==> src/rtl/ascii_case_pkg.sv <==
// Shared constants and types for the ASCII case-conversion stream blocks.
// Holds the letter bounds, the case offset and the two-entry buffer state encoding.
package ascii_case_pkg;

   typedef logic [7:0] ascii_byte_t;

   localparam ascii_byte_t ASCII_UPPER_A  = 8'd65;
   localparam ascii_byte_t ASCII_UPPER_Z  = 8'd90;
   localparam ascii_byte_t ASCII_LOWER_A  = 8'd97;
   localparam ascii_byte_t ASCII_LOWER_Z  = 8'd122;
   localparam ascii_byte_t ASCII_CASE_OFS = 8'd32;

   // Number of entries held by the output buffer (head register plus skid slot).
   typedef enum logic [1:0] {
      EMPTY = 2'd0,
      ONE   = 2'd1,
      FULL  = 2'd2
   } buf_state_t;

   function automatic logic is_upper_ascii(input ascii_byte_t b);
      return (b >= ASCII_UPPER_A) && (b <= ASCII_UPPER_Z);
   endfunction

endpackage

==> src/rtl/ascii_to_lower_stream_if.sv <==
// Byte stream with a valid/ready handshake.
// The master drives data and valid; the slave drives ready.
interface ascii_to_lower_stream_if;
   import ascii_case_pkg::*;

   ascii_byte_t data;
   logic        valid;
   logic        ready;

   modport master (output data, output valid, input ready);
   modport slave  (input data, input valid, output ready);
endinterface

==> src/rtl/ascii_lower_char.sv <==
// Combinational byte map: uppercase ASCII letters become lowercase.
// Every other byte passes through unchanged. is_upper flags the letters that were mapped.
module ascii_lower_char
   import ascii_case_pkg::*;
(
   input  ascii_byte_t in_byte,
   output ascii_byte_t lower_byte,
   output logic        is_upper
);

   assign is_upper   = is_upper_ascii(in_byte);
   assign lower_byte = is_upper ? (in_byte + ASCII_CASE_OFS) : in_byte;

endmodule

==> src/rtl/ascii_to_lower_stream.sv <==
// Streaming uppercase-to-lowercase converter with a two-entry output buffer.
// Also keeps saturating counts of converted bytes and of bytes passed through.
module ascii_to_lower_stream
   import ascii_case_pkg::*;
#(
   parameter int CNT_W = 16
) (
   input  logic                    clk,
   input  logic                    rst_n,
   ascii_to_lower_stream_if.slave  in_if,
   ascii_to_lower_stream_if.master out_if,
   input  logic                    clr_cnt,
   output logic [CNT_W-1:0]        conv_count,
   output logic [CNT_W-1:0]        pass_count
);

   localparam logic [CNT_W-1:0] CNT_MAX = '1;

   buf_state_t  state, state_nxt;
   ascii_byte_t head, head_nxt;
   ascii_byte_t skid, skid_nxt;
   ascii_byte_t conv_byte;
   logic        conv_upper;
   logic        push, pop;

   ascii_lower_char u_lower (
      .in_byte    (in_if.data),
      .lower_byte (conv_byte),
      .is_upper   (conv_upper)
   );

   // Both handshake outputs decode the state register only, so out_ready never
   // reaches in_ready combinationally.
   assign in_if.ready  = (state != FULL);
   assign out_if.valid = (state != EMPTY);
   assign out_if.data  = head;

   assign push = in_if.valid & in_if.ready;
   assign pop  = out_if.valid & out_if.ready;

   always_comb begin
      // NOTE: every output of this block gets a default first; a path that
      // leaves one unassigned would infer a latch.
      state_nxt = state;
      head_nxt  = head;
      skid_nxt  = skid;
      unique case (state)
         EMPTY: begin
            if (push) begin
               state_nxt = ONE;
               head_nxt  = conv_byte;
            end
         end
         ONE: begin
            if (push && !pop) begin
               state_nxt = FULL;
               skid_nxt  = conv_byte;
            end else if (!push && pop) begin
               state_nxt = EMPTY;
            end else if (push && pop) begin
               head_nxt  = conv_byte;
            end
         end
         FULL: begin
            if (pop) begin
               state_nxt = ONE;
               head_nxt  = skid;
            end
         end
         default: state_nxt = EMPTY;
      endcase
   end

   always_ff @(posedge clk or negedge rst_n) begin
      if (!rst_n) begin
         // NOTE: the data registers are reset too, because out_data must read
         // zero after reset; there are only two of them, so clearing them is cheap.
         state <= EMPTY;
         head  <= '0;
         skid  <= '0;
      end else begin
         // NOTE: sequential state uses non-blocking assignments, so every
         // register samples the values from before the clock edge.
         state <= state_nxt;
         head  <= head_nxt;
         skid  <= skid_nxt;
      end
   end

   // Clear takes priority over the count for a push in the same cycle.
   always_ff @(posedge clk or negedge rst_n) begin
      if (!rst_n) begin
         conv_count <= '0;
         pass_count <= '0;
      end else if (clr_cnt) begin
         conv_count <= '0;
         pass_count <= '0;
      end else if (push) begin
         if (conv_upper) begin
            if (conv_count != CNT_MAX) conv_count <= conv_count + 1'b1;
         end else begin
            if (pass_count != CNT_MAX) pass_count <= pass_count + 1'b1;
         end
      end
   end

endmodule

==> src/flat_wrapper.sv <==
// flat-port wrapper written by rule: the top's interface ports become plain ports
module ascii_to_lower_stream_flat import ascii_case_pkg::*;
#(
   parameter int CNT_W = 16
)
  (clk, rst_n, clr_cnt, conv_count, pass_count, in_if_data, in_if_valid, in_if_ready, out_if_data, out_if_valid, out_if_ready);
  ascii_to_lower_stream_if in_if_i ();
  ascii_to_lower_stream_if out_if_i ();
  input  logic clk;
  input  logic rst_n;
  input  logic clr_cnt;
  output logic [CNT_W-1:0] conv_count;
  output logic [CNT_W-1:0] pass_count;
  input wire logic [$bits(in_if_i.data)-1:0] in_if_data;
  input wire logic [$bits(in_if_i.valid)-1:0] in_if_valid;
  output wire logic [$bits(in_if_i.ready)-1:0] in_if_ready;
  output wire logic [$bits(out_if_i.data)-1:0] out_if_data;
  output wire logic [$bits(out_if_i.valid)-1:0] out_if_valid;
  input wire logic [$bits(out_if_i.ready)-1:0] out_if_ready;
  assign in_if_i.data = in_if_data;
  assign in_if_i.valid = in_if_valid;
  assign in_if_ready = in_if_i.ready;
  assign out_if_data = out_if_i.data;
  assign out_if_valid = out_if_i.valid;
  assign out_if_i.ready = out_if_ready;
  ascii_to_lower_stream #(.CNT_W(CNT_W)) u_core (.clk(clk), .rst_n(rst_n), .in_if(in_if_i), .out_if(out_if_i), .clr_cnt(clr_cnt), .conv_count(conv_count), .pass_count(pass_count));
endmodule
==> config.mk <==
export PLATFORM = sky130hd
export DESIGN_NAME = ascii_to_lower_stream_flat
export DESIGN_NICKNAME = d
export VERILOG_FILES = /design/src/rtl/ascii_case_pkg.sv /design/src/rtl/ascii_to_lower_stream_if.sv /design/src/rtl/ascii_lower_char.sv /design/src/rtl/ascii_to_lower_stream.sv /design/src/flat_wrapper.sv
export SDC_FILE = /design/constraint.sdc
export NUM_CORES = 1
export LEC_CHECK = 0
export BUFFER_PORTS_ARGS = -buffer_cell sky130_fd_sc_hd__buf_2
export CELL_PAD_IN_SITES_DETAIL_PLACEMENT = 1
export CELL_PAD_IN_SITES_GLOBAL_PLACEMENT = 2
export CORE_MARGIN = 8
export CORE_UTILIZATION = 30
export CTS_CLUSTER_DIAMETER = 60
export DETAILED_ROUTE_END_ITERATION = 10
export GPL_ROUTABILITY_DRIVEN = 0
export HOLD_SLACK_MARGIN = 0.03
export MAX_ROUTING_LAYER = met4
export PLACE_DENSITY = 0.79
export SKIP_CTS_REPAIR_TIMING = 1
export SLEW_MARGIN = 25
export SYNTH_ARGS = -nofsm -noshare
export SYNTH_HDL_FRONTEND = slang
export SYNTH_SLANG_ARGS = --single-unit
==> constraint.sdc <==
create_clock -name clk -period 2.8 [get_ports clk]
set_input_delay 0.28 -clock clk [delete_from_list [all_inputs] [get_ports clk]]
set_output_delay 0.28 -clock clk [all_outputs]
set_load 0.1 [all_outputs]
Word-level counts from Yosys, hierarchy flattened

Index checks and enable logic that the tools add are counted.

Add/subtract/negate cells: 3
Multiply operators: 0
Divide/modulo/power cells: 0
Order comparisons: 2
Eq/ne operators: 12
Shift-type cells: 0
Mux-type cells: 20
Bitwise logic cells: 2
Reduce and logical (&&, ||, !) cells: 18

Operators with widths:

| cell                  | number |
|---|---|
| $mux 16               | 8 |
| $mux 8                | 6 |
| $add 16x1->16 const B | 2 |
| $ne 16x16->1 const B  | 2 |
| $pmux 8 s3            | 1 |
| $reduce_bool 2->1     | 5 |
| $reduce_and 3->1      | 3 |
| $add 8x6->8 const B   | 1 |
| $ge 8x7->1 const B    | 1 |
| $le 8x7->1 const B    | 1 |
| $mux 2                | 4 |
| $ne 2x2->1 const B    | 4 |
| $ne 2x1->1 const B    | 3 |
| $pmux 2 s3            | 1 |
| $reduce_and 6->1      | 1 |
| $logic_and 1x1->1     | 4 |
| $ne 3x1->1 const B    | 1 |
| $reduce_bool 3->1     | 1 |
| $and 1x1->1           | 2 |
| $eq 2x1->1 const B    | 1 |
| $eq 2x2->1 const B    | 1 |
| $logic_not 1->1       | 2 |
| $logic_not 2->1       | 1 |
| $reduce_and 2->1      | 1 |

Register bits after elaboration: 50
Bits in latches: 0
Bits in writable memories: 0
Bits in read-only memories: 0
Output and inout port bits: 42
Word-level logic and storage cells: 62
Memories kept: 0

Depth between registers and ports, before layout

Gate-level depths: netlist (run 1).

Depth in word-level cells: 7
Mapped depth: 8
Depth with buffers taken out: 6

Cells and area by module

A second synthesis (run 1) with hierarchy kept.

Cell total of the unflattened synthesis: 283
Area total of the unflattened synthesis: 2763.9 µm²

Modules (own cells, without submodules):

| module                | instances | cells each | area an instance (µm²) |
|---|---|---|---|
| ascii_to_lower_stream | 1         | 266        | 2641.3 |
| ascii_lower_char      | 1         | 17         | 122.6 |

Worst setup path before layout (run 1)

Ideal clock, no wire load.

Path kind: register to register
Start: reg u_core.pass_count[0]
End: reg u_core.pass_count[1]
Library setup time: 0.132 ns
Data arrival time: 2.658 ns
Setup slack: 0.010 ns
Stages on the path, launching flop included: 9
Buffers on the path: 2
Cell sequence: dfrtp_1 ha_1 nand4_1 or4_1 o211ai_2 buf_6 buf_2 mux2i_1 nor2_1

Word-level cells in the longest chain between the ends: 5
Elaborated cells between the ends (all ways): 8
Classes of those cells: 1 x add/sub; 1 x eq/ne; 4 x mux; 2 x reduce/logical

RTL lines:

| what                   | RTL line                     | source |
|---|---|---|
| start, declared        | ascii_to_lower_stream.sv:14  | `output logic [CNT_W-1:0] pass_count` |
| start signal, assigned | ascii_to_lower_stream.sv:102 | `if (pass_count != CNT_MAX) pass_count <= pass_count + 1'b1;` |
| $add 16x1->16          | ascii_to_lower_stream.sv:102 |  |
| $mux 16                | ascii_to_lower_stream.sv:102 |  |
| $mux 16                | ascii_to_lower_stream.sv:99  | `if (conv_upper) begin` |
| $mux 16                | ascii_to_lower_stream.sv:98  | `end else if (push) begin` |
| $mux 16                | ascii_to_lower_stream.sv:95  | `end else if (clr_cnt) begin` |

Several ways; a longest one is shown, not always the timed one. The select of a mux whose other input is x is not followed.
A chain may end at the register's enable or synchronous reset.

Final worst setup path (run 1)

Start: reg u_core.conv_count[0]
End: reg u_core.conv_count[13]

Word-level cells in the longest chain between the ends: 5
Elaborated cells between the ends (all ways): 8
Classes of those cells: 1 x add/sub; 1 x eq/ne; 4 x mux; 2 x reduce/logical

RTL lines:

| what                   | RTL line                     | source |
|---|---|---|
| start, declared        | ascii_to_lower_stream.sv:13  | `output logic [CNT_W-1:0] conv_count,` |
| start signal, assigned | ascii_to_lower_stream.sv:100 | `if (conv_count != CNT_MAX) conv_count <= conv_count + 1'b1;` |
| $add 16x1->16          | ascii_to_lower_stream.sv:100 |  |
| $mux 16                | ascii_to_lower_stream.sv:100 |  |
| $mux 16                | ascii_to_lower_stream.sv:99  |  |
| $mux 16                | ascii_to_lower_stream.sv:98  |  |
| $mux 16                | ascii_to_lower_stream.sv:95  |  |

Several ways; a longest one is shown, not always the timed one. The select of a mux whose other input is x is not followed.

==> flow_metrics.py, run 1 <==
metrics = {
    "run_status": {
        "status": "finished, final reports clean",
    },
    "placed_design": {
        "post-dp-hpwl_um": 5370,
        "dpl-instance-area_sq_um": 3010,
        "preCtsSetupSlack_ps": 397,
        "dp_cells": 436,
        "portBuffers": 54,
    },
    "timing": {
        "fin_hold_ws_ps": 188,
        "final.period_utilization_pct": 84.4,
        "finalWorstSetupSlack_ps": 437,
        "max_freq_ghz": 0.423,
        "fin_skew_ps": 6.23,
        "fin_tns_setup_ps": 0,
        "hold_viol_final": 0,
        "rsz0062_at_grt": "no",
        "relSlewSlack_pct": 41.7,
        "finalMaxSlewViolations": 0,
        "final-setup-viol-count": 0,
        "tightest_slew_ps": 872,
        "period_minus_slack_ps": 2360,
    },
    "worst_setup_path": {
        "endpoint_kind": "flop",
        "crit_required_ps": 3030,
        "cp_slowest_stage_delay_ps": 590,
        "cp_slowest_cell": "or4b_4",
        "worstPathMaxFanout": 16,
        "setup.worst_path.start_class": "flop",
        "path_class": "reg2reg",
        "crit_arrival_ps": 2590,
        "crit_chain": "ha_1 -> and3_1 -> nand4_1 -> or4b_4 -> or4_1 -> a21oi_1",
    },
    "power": {
        "pwr_density_cell_nw_per_um2": 657,
        "p_leak_nw": 1.33,
        "ir_drop_mv": 0.197,
        "p_comb_share_pct": 28.0,
        "seqPwrFrac_pct": 41.4,
        "internal_power_mw": 1.31,
        "switchingPower_mw": 0.770,
        "swShare_pct": 37.1,
        "power_mw": 2.08,
        "clkPwrFrac_pct": 30.6,
    },
    "final_layout": {
        "final_area_sq_um": 3160,
        "utilization_pct": 36.6,
        "syn2layout_area_growth_pct": 19.5,
        "n_antenna_cell": 0,
        "layout.nets": 352,
        "nFillCells": 1038,
        "fin_cells": 445,
        "ff_latch_area_sq_um": 1250,
        "multi_input_area_sq_um": 1310,
        "final_layout_size_suffix_gt1_share_pct": 24.0,
    },
    "grt": {
        "grt_use_met1_pct": 16.3,
        "grt_pass1_vias": 2433,
        "gr-usage-all-layers_pct": 13.1,
        "grt_pass1_wl_um": 12300,
        "use_met3_pct": 1.76,
        "use_met2_pct": 21.3,
        "overflow": 0,
        "antenna_found_initial": 0,
        "busiest_layer": "met2",
        "grt_max_degree": 36,
    },
    "drt": {
        "vias": 2412,
        "dr.pass1.iters": 4,
        "drt_iter0_markers": 96,
        "drcViolationCount": 0,
        "vias_per_cell": 5.42,
        "wl_per_cell_um": 16.6,
        "wirelength_um": 7410,
        "final_antenna_net_count": 0,
    },
    "floorplan": {
        "chipWidth_um": 110,
        "io_pins": 55,
        "core_sq_um": 8640,
        "rows": 34,
        "die_y_um": 110,
        "start_util_pct": 30.7,
        "die-area_sq_um": 12100,
    },
    "synth": {
        "yosysSeqAreaShare_pct": 47.3,
        "synth_top_area_share_pct": 47.3,
        "synthTopCellsByCount": "dfrtp_1 (50), a21oi_1 (32), nand2_1 (25), nor2_1 (22), o21ai_0 (17)",
        "synthTopCellsByArea": "dfrtp_1 (47%), a21oi_1 (6.0%), o31ai_1 (3.7%)",
        "synth.distinct_cells": 47,
        "syn_area_sq_um": 2650,
        "yosys.cell_count.top_type": "dfrtp_1",
        "yosysTopAreaCell": "dfrtp_1",
        "synthArstFlopShare_pct": 100,
        "ys.flop_type": "dfrtp_1",
        "syn-num-nets": 300,
        "synth-edff-count": 0,
        "synth_warnings": 0,
        "postSynthAreaPerCell_sq_um": 9.32,
        "synth_cells": 284,
        "ys_ff_latch": 50,
    },
    "cts": {
        "cts.sinks": 50,
        "cts_buffers": 5,
        "cts_buffer_depth": 2,
        "cts_tree": "done",
        "htree_levels": 2,
        "clk_latency_ps": 300,
        "clockRootBuffer": "clkbuf_8",
        "cts.clk_slew.worst_paths_ps": 100,
    },
    "job": {
        "maxCapViolCount": 0,
    },
    "worst_hold_path": {
        "min_path_type": "in2reg",
    },
}
-- registers in the layout, indices dropped and copies added (netlist names) --
signal / count
u_core.conv_count: 16
u_core.out_if.data: 8
u_core.pass_count: 16
u_core.skid: 8
u_core.state: 2
-- layer usage --
metal,part of all wire [%],vias up
li1,-,1163
met1,47,1201
met2,48,41
met3,4.0,7
met4,1.1,0
met5,0,-
-- worst max-delay path: cells and delay by family (launching register included) --
| kind | cells | cell delay [ps] |
|---|---|---|
| flip-flops | 1 | 420 |
| adder cells (fa/ha/maj) | 1 | 270 |
| AO/OA/AOI/OAI | 1 | 150 |
| AND/OR/NAND/NOR | 4 | 1450 |
-- layout by cell type, fill, tap and decap left out, types with 2 or more instances in the layout --
master     instances
nor2_1            22
dfrtp_1           50
nand2b_1           5
buf_2             54
and2_1             2
or3_1             14
nand3_1           13
ha_1               3
and4_1             2
o21ai_0           17
nand2_1           25
nand4_1            9
mux2_2             7
inv_1              7
nor3_1             3
and3_1             2
or2_2              2
clkbuf_8           6
a31oi_1            5
o31ai_1           13
a211oi_1           2
bufinv_16          2
nor2b_1            3
a21oi_1           32
mux2i_1            2
or4_1             12
buf_4              2
-- cell families (layout without fill, tap and decap cells) --
family	Yosys count	in the layout	share of synthesized area (%)
mux	9	9	3.73
simple gates	121	121	25.1
compound gates	80	80	18.8
fa+ha+maj	3	3	1.42
buf+inv	20	73	3.31
xor+xnor	1	1	0.331
flops	50	50	47.3
-- layout make-up --
| type | instances | area share, % |
|---|---|---|
| clock buffers | 6 | 2.61 |
| clock inverters | 2 | 1.90 |
| multi-input cells | 214 | 41.4 |
| well taps | 108 | 4.27 |
| inverters | 8 | 0.989 |
| repair buffers | 57 | 9.33 |
| flip-flops and latches | 50 | 39.5 |
-- power by group through the flow --
stage                     clock network, mW  registers (mW)  logic [mW]
after global placement                    0           0.871       0.581
after CTS                             0.652           0.860       0.589
final                                 0.636           0.860       0.582
after global routing                  0.675           0.875       0.620
after floorplan                           0            1.14       0.196
after detailed placement                  0           0.875       0.589
-- worst paths after layout --
| path | startpoint | to | slack, ps | depth (start not counted) |
|---|---|---|---|---|
| max | u_core.conv_count[0] | u_core.conv_count[13] | 440 | 6 |
| min | out_if_ready | u_core.state[1] | 190 | 2 |
| max reg2reg | u_core.conv_count[0] | u_core.conv_count[13] | 440 | 6 |
| min reg2reg | u_core.skid[1] | u_core.skid[1] | 510 | 1 |
| max in group asynchronous | rst_n | u_core.pass_count[15] | 1760 | 3 |
| min in group asynchronous | rst_n | u_core.state[0] | 440 | 2 |
Note: power is estimated with default switching activity, not from simulation.
==> run 2, diff against run 1 <==
--- a/config.mk
+++ b/config.mk
@@ -5,6 +5,7 @@
 export SDC_FILE = /design/constraint.sdc
 export NUM_CORES = 1
 export LEC_CHECK = 0
+export ABC_AREA = 1
 export BUFFER_PORTS_ARGS = -buffer_cell sky130_fd_sc_hd__buf_2
 export CELL_PAD_IN_SITES_DETAIL_PLACEMENT = 1
 export CELL_PAD_IN_SITES_GLOBAL_PLACEMENT = 2
@@ -15,7 +16,7 @@
 export GPL_ROUTABILITY_DRIVEN = 0
 export HOLD_SLACK_MARGIN = 0.03
 export MAX_ROUTING_LAYER = met4
-export PLACE_DENSITY = 0.79
+export PLACE_DENSITY = 0.82
 export SKIP_CTS_REPAIR_TIMING = 1
 export SLEW_MARGIN = 25
 export SYNTH_ARGS = -nofsm -noshare
==> constraint.sdc (replaced) <==
create_clock -name clk -period 2.2 [get_ports clk]
set_input_delay 0.22 -clock clk [delete_from_list [all_inputs] [get_ports clk]]
set_output_delay 0.22 -clock clk [all_outputs]
set_load 0.1 [all_outputs]
==> run 2 against run 1 <==
Against the previous run: total power rose by 35%; die area increased by 20%; count of clock-buffer cells in the layout did not move; critical endpoint is now in_if_ready; largest power group unchanged.
==> flow_metrics.py, run 2 <==
metrics = {
    "worst_setup_path": {
        "r2r_slack_ps": 420,
        "critPathTopFamily": "buffers and inverters",
        "setup.worst_path.start_class": "flop",
        "crit_required_ps": 1980,
        "cp_slowest_stage_delay_ps": 500,
        "crit_arrival_ps": 1700,
        "worstPathMaxFanout": 11,
        "cp_slowest_cell": "buf_2",
        "crit_chain": "inv_2 -> nor2_4 -> inv_1 -> buf_2",
        "critPathBufInv": 3,
        "path_class": "reg2out",
        "endpoint_kind": "output port",
    },
    "synth": {
        "synth_cells": 446,
        "ys_ff_latch": 50,
        "synth_top_area_share_pct": 38.4,
        "synth.distinct_cells": 30,
        "yosys.cell_count.top_type": "nand2_1",
        "synth_warnings": 0,
        "syn_area_sq_um": 3260,
        "synthTopCellsByArea": "dfrtp_1 (38%), nand2_1 (19%), nor2_1 (6.0%)",
        "postSynthAreaPerCell_sq_um": 7.31,
        "syn-num-nets": 462,
        "yosysSeqAreaShare_pct": 38.4,
        "synth-edff-count": 0,
        "synthArstFlopShare_pct": 100,
        "yosysTopAreaCell": "dfrtp_1",
        "synthTopCellsByCount": "nand2_1 (165), nor2_1 (52), dfrtp_1 (50), inv_1 (38), nand3_1 (26)",
        "ys.flop_type": "dfrtp_1",
    },
    "worst_hold_path": {
        "min_path_type": "in2async",
    },
    "timing": {
        "fin_skew_ps": 5.00,
        "fin_tns_setup_ps": 0,
        "max_freq_ghz": 0.520,
        "period_minus_slack_ps": 1920,
        "finalMaxSlewViolations": 0,
        "final.period_utilization_pct": 87.5,
        "final-setup-viol-count": 0,
        "rsz0062_at_grt": "no",
        "tightest_slew_ps": 676,
        "hold_viol_final": 0,
        "finalWorstSetupSlack_ps": 276,
        "relSlewSlack_pct": 54.9,
    },
    "cts": {
        "htree_levels": 2,
        "cts_tree": "done",
        "cts.clk_slew.worst_paths_ps": 90,
        "clockRootBuffer": "clkbuf_8",
        "clk_latency_ps": 300,
        "cts.sinks": 50,
        "cts_buffer_depth": 2,
        "cts_buffers": 5,
    },
    "grt": {
        "grt_max_degree": 51,
        "gr-usage-all-layers_pct": 13.5,
        "antenna_found_initial": 0,
        "grt_pass1_vias": 3231,
        "overflow": 0,
        "grt_pass1_wl_um": 15700,
    },
    "placed_design": {
        "preCtsSetupSlack_ps": 423,
        "post-dp-hpwl_um": 6970,
        "dpl-instance-area_sq_um": 3660,
        "portBuffers": 54,
    },
    "drt": {
        "drcViolationCount": 0,
        "wl_per_cell_um": 14.1,
        "drt_iter0_markers": 73,
        "dr.pass1.iters": 4,
        "wirelength_um": 9040,
        "vias": 3019,
        "final_antenna_net_count": 0,
        "vias_per_cell": 4.70,
    },
    "floorplan": {
        "core_sq_um": 10700,
        "io_pins": 55,
        "rows": 38,
        "chipWidth_um": 120,
        "die_y_um": 120,
        "start_util_pct": 30.5,
        "die-area_sq_um": 14500,
    },
    "power": {
        "p_leak_nw": 1.95,
        "power_mw": 2.80,
        "pwr_density_cell_nw_per_um2": 736,
        "ir_drop_mv": 0.402,
    },
    "final_layout": {
        "syn2layout_area_growth_pct": 16.6,
        "largestRegisters": "u_core.conv_count (16), u_core.pass_count (16)",
        "final_cell_mix": "nand2_1 (165), buf_2 (54), nor2_1 (52)",
        "final_layout_size_suffix_gt1_share_pct": 24.1,
        "n_antenna_cell": 0,
        "final_common_cell": "nand2_1",
        "final_area_sq_um": 3800,
        "layout.nets": 518,
    },
    "job": {
        "maxCapViolCount": 0,
    },
    "run_status": {
        "status": "finished, final reports clean",
    },
}
## run 2: changes by cell type after synthesis, moves of 14 or more
cell / previous run / this run
or3_1: 14 / 0
a21oi_1: 32 / 1
nand2_2: 0 / 15
inv_1: 7 / 38
nor2_1: 22 / 52
nand2_1: 25 / 165
## run 2: stage by stage
stage / hold WS, ps / utilization [%] / cells
2_1_floorplan: -75.6 / - / 446
3_3_place_gp: 392 / 34.2 / 635
3_5_place_dp: 397 / 34.2 / 635
4_1_cts: 55.6 / 35.5 / 643
5_1_grt: 92.9 / 35.5 / 643
6_report: 31.5 / 35.5 / 643
## run 2: cell families after synthesis
family / Yosys count / synth area share, %
AO/OA/AOI/OAI: 21 / 3.99
buffers and inverters: 50 / 7.10
adder cells (fa/ha/maj): 3 / 1.15
XOR/XNOR: 13 / 3.49
flip-flops: 50 / 38.4
AND/OR/NAND/NOR: 309 / 45.9
## run 2: layout make-up
type | instances | area, sq um
multi-input cells | 346 | 1780
clock inverters | 2 | 60.1
fillers | 1375 | 6900
repair buffers | 57 | 293
flip-flops and latches | 50 | 1250
well taps | 140 | 175
clock buffers | 6 | 82.6
inverters | 42 | 158
## run 2: power by group
| part | switching, mW | internal (mW) | total (mW) |
|---|---|---|---|
| registers | 0.0724 | 1.04 | 1.12 |
| logic | 0.732 | 0.148 | 0.880 |
| clock network | 0.317 | 0.485 | 0.802 |
| total | 1.12 | 1.68 | 2.80 |
## run 2: path summary, 6_finish.rpt
| kind | start | endpoint | cells past startpoint |
|---|---|---|---|
| worst max-delay path | u_core.state[1] | in_if_ready | 4 |
| worst min-delay path | rst_n | u_core.out_if.data[5] | 2 |
| worst max register to register | u_core.conv_count[0] | u_core.conv_count[4] | 8 |
| worst min register to register | u_core.out_if.data[6] | u_core.out_if.data[6] | 2 |
| max in group asynchronous | rst_n | u_core.pass_count[0] | 2 |
| min in group clk | out_if_ready | u_core.state[1] | 2 |
## run 2: worst reg2reg max path: stages (launching register included)
cell     delay, ps
dfrtp_2        460
ha_1           270
nand3_2        140
nor2_4          60
nand3_2         80
nor2_4          40
nor2_4         430
nand3_1        150
nand2_1         90
## run 2: per-layer routing
| metal | track usage [%] | wire length, um | up-vias |
|---|---|---|---|
| met1 | 16.4 | 4190 | 1454 |
| met4 | 3.28 | 100 | 0 |
| met2 | 22.9 | 4510 | 36 |
| met3 | 2.19 | 246 | 8 |
| li1 | - | - | 1521 |
| met5 | - | 0 | - |
